**config.mk**
```make
export PLATFORM = sky130hd
export DESIGN_NAME = i2c_sensor_reader
export DESIGN_NICKNAME = d
export VERILOG_FILES = /design/src/rtl/i2c_sensor_reader.sv
export SDC_FILE = /design/constraint.sdc
export NUM_CORES = 1
export LEC_CHECK = 0
export CORE_UTILIZATION = 51
export CTS_BUF_LIST = sky130_fd_sc_hd__clkbuf_8
export DETAILED_ROUTE_END_ITERATION = 10
export GPL_TIMING_DRIVEN = 0
export PLACE_DENSITY_LB_ADDON = 0.25
export SLEW_MARGIN = 10
export SYNTH_ARGS = -nofsm -noshare
export SYNTH_HDL_FRONTEND = slang
export SYNTH_SLANG_ARGS = --single-unit
```
**constraint.sdc**
```tcl
create_clock -name clk -period 2 [get_ports clk]
set_clock_uncertainty 0.15 [all_clocks]
set_input_delay 0.4 -clock clk [delete_from_list [all_inputs] [get_ports clk]]
set_output_delay 0.4 -clock clk [all_outputs]
set_load 0.03 [all_outputs]
```
**src/rtl/i2c_sensor_reader.sv**
```systemverilog
// I2C master that reads one 16-bit register from the greenhouse sensor at DEV_ADDR.
// Optional SCL clock stretching support is enabled by defining I2C_CLOCK_STRETCH_EN.
module i2c_sensor_reader #(
  parameter int unsigned CLK_DIV  = 4,
  parameter logic [6:0]  DEV_ADDR = 7'h48
) (
  input  logic        clk,
  input  logic        rst,
  input  logic        start,
  output logic        busy,
  output logic        done,
  output logic        ack_err,
  output logic [15:0] data_out,
  input  logic        sda_in,
  input  logic        scl_in,
  output logic        sda_out,
  output logic        scl_out
);

  localparam int unsigned  QW        = $clog2(CLK_DIV);
  localparam logic [QW-1:0] QMAX     = QW'(CLK_DIV - 1);
  localparam logic [7:0]   ADDR_BYTE = {DEV_ADDR, 1'b1};

  typedef enum logic [3:0] {
    S_IDLE, S_START, S_ADDR, S_ADDR_ACK, S_RD_MSB, S_M_ACK, S_RD_LSB, S_M_NACK, S_STOP
  } state_t;

  state_t        r_state, w_next;
  logic [QW-1:0] r_qcnt;
  logic [1:0]    r_quarter;
  logic [2:0]    r_bitcnt;
  logic [15:0]   r_shift;
  logic          r_sda_smp;
  logic          r_done;
  logic          r_ack_err;
  logic [15:0]   r_data;

  logic w_hold, w_q_end, w_slot_end, w_sample, w_byte_end, w_bit_state;

`ifdef I2C_CLOCK_STRETCH_EN
  // A slave holding SCL low freezes the high quarters until the line actually rises.
  assign w_hold = ((r_quarter == 2'd1) || (r_quarter == 2'd2)) && scl_out && !scl_in;
`else
  logic w_unused_scl;
  assign w_unused_scl = scl_in;
  assign w_hold       = 1'b0;
`endif

  assign w_q_end     = (r_state != S_IDLE) && !w_hold && (r_qcnt == QMAX);
  assign w_slot_end  = w_q_end && (r_quarter == 2'd3);
  assign w_sample    = w_q_end && (r_quarter == 2'd2);
  assign w_byte_end  = w_slot_end && (r_bitcnt == 3'd7);
  assign w_bit_state = (r_state == S_ADDR) || (r_state == S_RD_MSB) || (r_state == S_RD_LSB);

  assign done     = r_done;
  assign ack_err  = r_ack_err;
  assign data_out = r_data;

  always_ff @(posedge clk or negedge rst) begin
    if (!rst) r_state <= S_IDLE;
    else      r_state <= w_next;
  end

  always_comb begin
    w_next = r_state;
    case (r_state)
      S_IDLE:     if (start)      w_next = S_START;
      S_START:    if (w_slot_end) w_next = S_ADDR;
      S_ADDR:     if (w_byte_end) w_next = S_ADDR_ACK;
      S_ADDR_ACK: if (w_slot_end) w_next = r_sda_smp ? S_STOP : S_RD_MSB;
      S_RD_MSB:   if (w_byte_end) w_next = S_M_ACK;
      S_M_ACK:    if (w_slot_end) w_next = S_RD_LSB;
      S_RD_LSB:   if (w_byte_end) w_next = S_M_NACK;
      S_M_NACK:   if (w_slot_end) w_next = S_STOP;
      S_STOP:     if (w_slot_end) w_next = S_IDLE;
      default:                    w_next = S_IDLE;
    endcase
  end

  always_comb begin
    busy    = (r_state != S_IDLE);
    sda_out = 1'b1;
    scl_out = 1'b1;
    case (r_state)
      S_IDLE: ;
      S_START: begin
        sda_out = (r_quarter == 2'd0);
        scl_out = (r_quarter != 2'd3);
      end
      S_STOP: begin
        sda_out = r_quarter[1];
        scl_out = (r_quarter != 2'd0);
      end
      default: begin
        scl_out = (r_quarter == 2'd1) || (r_quarter == 2'd2);
        if (r_state == S_ADDR)       sda_out = ADDR_BYTE[~r_bitcnt];
        else if (r_state == S_M_ACK) sda_out = 1'b0;
      end
    endcase
  end

  always_ff @(posedge clk or negedge rst) begin
    if (!rst) begin
      r_qcnt    <= '0;
      r_quarter <= '0;
      r_bitcnt  <= '0;
      r_shift   <= '0;
      r_sda_smp <= 1'b1;
      r_done    <= 1'b0;
      r_ack_err <= 1'b0;
      r_data    <= '0;
    end else begin
      r_done <= 1'b0;
      if (r_state == S_IDLE) begin
        r_qcnt    <= '0;
        r_quarter <= '0;
        r_bitcnt  <= '0;
        if (start) r_ack_err <= 1'b0;
      end else if (!w_hold) begin
        r_qcnt <= (r_qcnt == QMAX) ? '0 : r_qcnt + 1'b1;
        if (r_qcnt == QMAX) r_quarter <= r_quarter + 1'b1;
      end
      if (w_sample) begin
        r_sda_smp <= sda_in;
        if ((r_state == S_RD_MSB) || (r_state == S_RD_LSB)) r_shift <= {r_shift[14:0], sda_in};
      end
      if (w_slot_end && w_bit_state) r_bitcnt <= r_bitcnt + 1'b1;
      if (w_slot_end && (r_state == S_ADDR_ACK) && r_sda_smp) r_ack_err <= 1'b1;
      if (w_slot_end && (r_state == S_STOP)) begin
        r_done <= 1'b1;
        if (!r_ack_err) r_data <= r_shift;
      end
    end
  end

endmodule

```
==> results.yml, run 1 <==
run_status:
  status: "finished with violations"
  violations: "setup timing"
yosys:
  synth_nets: 157
  netlist_top_cells_count: "dfrtp_1 (45), mux2_2 (24), nor2_1 (11), mux2_4 (10), ha_1 (6)"
  ys_async_sr_fraction: 1.00
  synthFlopType: "dfrtp_1"
  yosysWarnings: 0
  synth_area_sq_mm: 0.00202
  ys_seq_elements: 46
  synth.top_cell.area_share: 0.557
  avgSynthCellArea_sq_um: 13.9
  ys_seq_area_frac: 0.570
  synthCells: 146
  synthTopCellsByArea: "dfrtp_1 (56%), mux2_2 (13%), mux2_4 (7.4%)"
  synth.distinct_cells: 34
  synth_edf_count: 0
  synth_top_area_cell: "dfrtp_1"
  yosys.cell_count.top_type: "dfrtp_1"
setup_path:
  cp_max_fo: 2
  worst_ep_required_time_ns: 1.45
  critPathTopFamily: "simple AND/OR/NAND/NOR gates"
  critPathBufInv: 2
  criticalPathCategory: "reg2out"
  cp_common_cell: "buf_6"
  arrival_ns: 1.67
  critPathCaptureType: "primary output"
  crit_slowest_cell: "or4b_4"
  cpPeakStageDelay_ns: 0.50
  path_cells: "buf_6 -> or4b_4 -> o221a_4 -> buf_6"
  startpoint_type: "flop"
pwr:
  p_clk_frac: 0.346
  pwr-share-seq: 0.633
  p_switching_w: 0.000301
  p_int_w: 0.00117
  cellPowerDensity_mw_per_mm2: 556
  switching_share: 0.204
  cellLeakagePower_nw: 1.28
  comb_power_share: 0.021
  peakVddDrop_mv: 0.470
drt:
  dr_total_vias: 1324
  avgRoutedWirePerCell_um: 16.8
  wirelength_um: 4020
  final_antenna_net_count: 0
  viasPerCell: 5.52
  first_pass_iters: 4
  drc: 0
  drt_iter0_markers: 90
floorplan:
  die_y_um: 65.0
  start_util: 0.540
  fp-row-count: 22
  core_area_sq_mm: 0.00374
  io_pins: 26
  die_area_sq_mm: 0.00422
  die_w_um: 65.0
global_routing:
  antenna_found_initial: 0
  grt_pass1_vias: 1333
  grt_usage: 0.212
  overflow: 0
  grt_pass1_wl_um: 6570
  grt_max_degree: 28
placed_design:
  placed_cells: 219
  dp_slack_ns: -0.500
  placed_area_sq_mm: 0.00234
  dpl.hpwl_um: 2430
  gp_congestion: 0.901
  io_buffers: 24
clock_network:
  clock_latency_ns: 0.29
  cts_sinks: 46
  numCtsBuffers: 5
  clock_path_buffers: 2
  clk_pin_slew_ns: 0.08
  root_buffer: "clkbuf_8"
  cts_tree: "done"
  htreeDepth: 2
sta:
  worstMarginPinSlew_ns: 0.567
  setup_viol: 19
  fmax_ghz: 0.450
  setup_tns_ns: -2.31
  hold_viol: 0
  min_period_over_period: 1.11
  slew_violations: 0
  finalCriticalPeriod_ns: 2.22
  finalWorstSetupSlack_ns: -0.224
  rsz0062_at_grt: "yes"
  slew_headroom: 0.618
final_layout:
  area_growth_pct: 31.0
  post-route-util: 0.708
  instances_no_fill: 240
  drive_gt1_frac: 0.380
  nNetsFinal: 203
  diodes: 0
  final_cell_area_sq_mm: 0.00265
worst_hold_path:
  hp-class: "reg2reg"
flow_run:
  maxCapViolCount: 0
==> metrics by stage <==
stage / power, W / hold slack (ns)
floorplan: 0.000954 / -0.0456
global placement: 0.000979 / 0.278
CTS: 0.00149 / 0.295
finish: 0.00147 / 0.292
global route: 0.00153 / 0.316
detailed placement: 0.000983 / 0.229
==> power by group through the flow <==
stage / combinational [W] / sequential [W] / clock [W]
global placement: 0.0000264 / 0.000952 / 0
global route: 0.0000365 / 0.000934 / 0.000561
floorplan: 0.00000253 / 0.000952 / 0
finish: 0.0000312 / 0.000934 / 0.000510
detailed placement: 0.0000314 / 0.000952 / 0
CTS: 0.0000328 / 0.000934 / 0.000526
==> state kept, by name, summed over array words and instances, names as in the netlist <==
name	flops
data_out	16
r_shift	16
r_state	4
r_bitcnt	3
r_qcnt	2
r_quarter	2
ack_err	1
done	1
r_sda_smp	1
==> timing repair <==
action,CTS,global route
buffers inserted,9,4
gates resized for setup,31,18
pin swaps,4,3
cloned,0,1
hold endpoints to repair,19,0
setup endpoints to repair,29,20
hold buffers,1,0
==> layer usage <==
layer / share of wire / up-vias / GRT usage
li1: - / 601 / -
met1: 0.44 / 663 / 0.295
met3: 0.053 / 11 / 0.0563
met4: 0.019 / 0 / 0.103
met5: 0 / - / 0
met2: 0.49 / 49 / 0.306
==> cells in the final DEF (no fill, tap or decap), types with 2 or more instances in the layout <==
cell             Yosys  final
o21ai_0              4      3
buf_4                0     10
nand3_1              2      2
nand2_1              4      4
inv_1                4      6
clkbuf_8             0      5
a21oi_1              3      3
clkdlybuf4s50_1      0     19
nor2_1              11     10
a22o_1               2      2
mux2_4              10     16
ha_1                 6      6
buf_12               1      2
clkbuf_4             0      2
nor2b_1              4      3
buf_6                1      7
mux2_2              24     18
xnor2_1              2      2
dfrtp_1             45     45
==> cells by family (layout without fill, tap and decap cells) <==
logic type	Yosys count	count (layout)	share of synthesized area
flip-flops	46	46	0.570
XOR/XNOR	2	2	0.00866
buffers and inverters	11	57	0.0328
AO/OA/AOI/OAI	15	15	0.0532
multiplexers	35	35	0.213
adder cells (fa/ha/maj)	6	6	0.0371
AND/OR/NAND/NOR	31	31	0.0860
==> path summary, 6_finish.rpt <==
path / startpoint / endpoint / slack [ns] / cells past startpoint
hold / removal: r_qcnt[0] / r_qcnt[0] / 0.29 / 1
min in group asynchronous: rst / data_out[10] / 0.44 / 2
hold reg to reg: r_qcnt[0] / r_qcnt[0] / 0.29 / 1
setup / recovery: r_state[2] / sda_out / -0.22 / 4
setup reg to reg: r_state[2] / data_out[13] / -0.13 / 7
max in group asynchronous: rst / r_sda_smp / 0.68 / 3
==> area by class of cell <==
cell class	instances	area, sq um
buffer	6	62.6
fill	271	1090
multi-input combinational	89	876
inverter	4	15.0
clock buffer	5	68.8
sequential	46	1150
timing repair buffer	40	409
tap	48	60.1
clock inverter	2	7.51
==> worst reg2reg max path: stages, from the launching register on <==
cell and delay (ns):
dfrtp_1 0.40, buf_6 0.12, or4b_4 0.50, buf_6 0.15, nor3_4 0.11, buf_6 0.15
clkbuf_16 0.15, mux2_4 0.30
Note: power is estimated with default switching activity, not from simulation.
==> run 2, diff against run 1 <==
--- a/config.mk
+++ b/config.mk
@@ -5,7 +5,7 @@
 export SDC_FILE = /design/constraint.sdc
 export NUM_CORES = 1
 export LEC_CHECK = 0
-export CORE_UTILIZATION = 51
+export CORE_UTILIZATION = 50
 export CTS_BUF_LIST = sky130_fd_sc_hd__clkbuf_8
 export DETAILED_ROUTE_END_ITERATION = 10
 export GPL_TIMING_DRIVEN = 0
==> run 2 against run 1 <==
Compared with the run above:
- the flow still finishes with violations (setup timing)
- non-clock buffer count is 2 higher
- critical path depth shrank 1
- flip-flop and latch count unchanged
- first-iteration DRC count rose by 24%
- die area grew 1.9%
- clock-buffer cell count did not move
- clock power increased by 8.8%
- sequential share of layout area shrank 0.34 points
- register-to-register slack got worse by 0.05 ns
- wire length hardly changed
- combinational power increased by 3%
- setup slack better by 0.033 ns
- critical path type unchanged
- largest cell class unchanged
==> results.yml, run 2 (synthesis results as in run 1) <==
final_layout:
  post-route-util: 0.709
  nNetsFinal: 205
  layout_commonest_cell: "dfrtp_1"
  final_cell_area_sq_mm: 0.00268
  instances_no_fill: 243
  drive_gt1_frac: 0.405
  area_growth_pct: 32.2
  diodes: 0
  mostFrequentLayoutCells: "dfrtp_1 (44), clkdlybuf4s50_1 (19), mux2_2 (18), mux2_4 (16), buf_4 (10)"
sta:
  hold_viol: 0
  setup_viol: 19
  finalWorstSetupSlack_ns: -0.192
  rsz0062_at_grt: "yes"
  holdWs_ns: 0.291
  min_period_over_period: 1.10
  finalCriticalPeriod_ns: 2.19
  slew_violations: 0
  worstMarginPinSlew_ns: 0.493
  slew_headroom: 0.668
  fmax_ghz: 0.456
clock_network:
  clock_latency_ns: 0.30
  cts_tree: "done"
  numCtsBuffers: 5
  clk_pin_slew_ns: 0.08
  cts_sinks: 46
  clock_path_buffers: 2
  htreeDepth: 2
  root_buffer: "clkbuf_8"
placed_design:
  io_buffers: 24
  gp_congestion: 0.893
  dpl.hpwl_um: 2460
  placed_area_sq_mm: 0.00234
  placed_cells: 219
  dp_slack_ns: -0.450
floorplan:
  fp-row-count: 22
  io_pins: 26
  die_w_um: 65.6
  core_area_sq_mm: 0.00377
  die_area_sq_mm: 0.00430
  start_util: 0.536
  die_y_um: 65.6
setup_path:
  cp_max_fo: 3
  criticalPathCategory: "reg2out"
  worst_ep_required_time_ns: 1.45
  critPathCaptureType: "primary output"
  arrival_ns: 1.64
  startpoint_type: "flop"
drt:
  wirelength_um: 4030
  drc: 0
  final_antenna_net_count: 0
  drt_iter0_markers: 112
  avgRoutedWirePerCell_um: 16.6
  viasPerCell: 5.51
  dr_total_vias: 1338
  first_pass_iters: 4
global_routing:
  antenna_found_initial: 0
  overflow: 0
  grt_usage: 0.212
  grt_max_degree: 33
  grt_pass1_vias: 1389
  grt_pass1_wl_um: 6720
pwr:
  peakVddDrop_mv: 0.456
  cellPowerDensity_mw_per_mm2: 569
  cellLeakagePower_nw: 1.29
run_status:
  status: "finished with violations"
  violations: "setup timing"
worst_hold_path:
  hp-class: "reg2reg"
flow_run:
  maxCapViolCount: 0
[run 2: repair_timing]
item / CTS / global route
setup endpoints to repair: 29 / 33
pin swaps: 4 / 3
buffers inserted: 12 / 6
endpoints found under the hold margin: 14 / 0
gates resized for setup: 36 / 20
hold buffers: 1 / 0
gates cloned: 1 / 0
[run 2: final cells by class]
type                    count  area [sq um]
clock buffers               5          68.8
repair buffers             44           453
flip-flops and latches     46          1150
multi-input cells          89           870
fillers                   236          1100
plain buffers               4          37.5
inverters                   4          15.0
clock inverters             3          17.5
well taps                  48          60.1
[run 2: worst paths after layout]
path	startpoint	to	slack (ns)	cells past startpoint
max	r_state[0]	sda_out	-0.19	3
min	r_qcnt[0]	r_qcnt[0]	0.29	1
max reg2reg	r_state[0]	data_out[1]	-0.18	6
min reg2reg	r_qcnt[0]	r_qcnt[0]	0.29	1
max in group asynchronous	rst	r_sda_smp	0.75	3
min in group asynchronous	rst	data_out[9]	0.39	2
[run 2: critical path, stage by stage, from the launching register on]
cell and delay [ns]:
dfrtp_1 0.39, or4b_4 0.58, o221a_4 0.24, buf_6 0.13
[run 2: per-stage QoR]
stage / TNS, ns / power [W]
after floorplan: -0.375 / 0.000954
after global placement: -40.72 / 0.000979
after detailed placement: -6.84 / 0.000984
after CTS: -4.34 / 0.00153
after global routing: -3.44 / 0.00157
final: -2.62 / 0.00152
[run 2: layer usage]
metal / up-vias / track usage / part of all wire
li1: 612 / - / -
met1: 670 / 0.295 / 0.46
met5: - / 0 / 0
met2: 49 / 0.335 / 0.48
met4: 0 / 0.0598 / 0.011
met3: 7 / 0.0469 / 0.041
[run 2: report_power, final]
group / internal (W) / switching [W] / leakage, nW
Clock: 0.000242 / 0.000314 / 0.0493
Sequential: 0.000932 / 0.00000191 / 0.616
Combinational: 0.0000111 / 0.0000209 / 0.621
==> run 3, diff against run 2 <==
--- a/config.mk
+++ b/config.mk
@@ -5,7 +5,7 @@
 export SDC_FILE = /design/constraint.sdc
 export NUM_CORES = 1
 export LEC_CHECK = 0
-export CORE_UTILIZATION = 50
+export CORE_UTILIZATION = 51
 export CTS_BUF_LIST = sky130_fd_sc_hd__clkbuf_8
 export DETAILED_ROUTE_END_ITERATION = 10
 export GPL_TIMING_DRIVEN = 0
==> results of run 3 <==
Same layout as run 1: the final DEF is identical, and so are final timing and power.
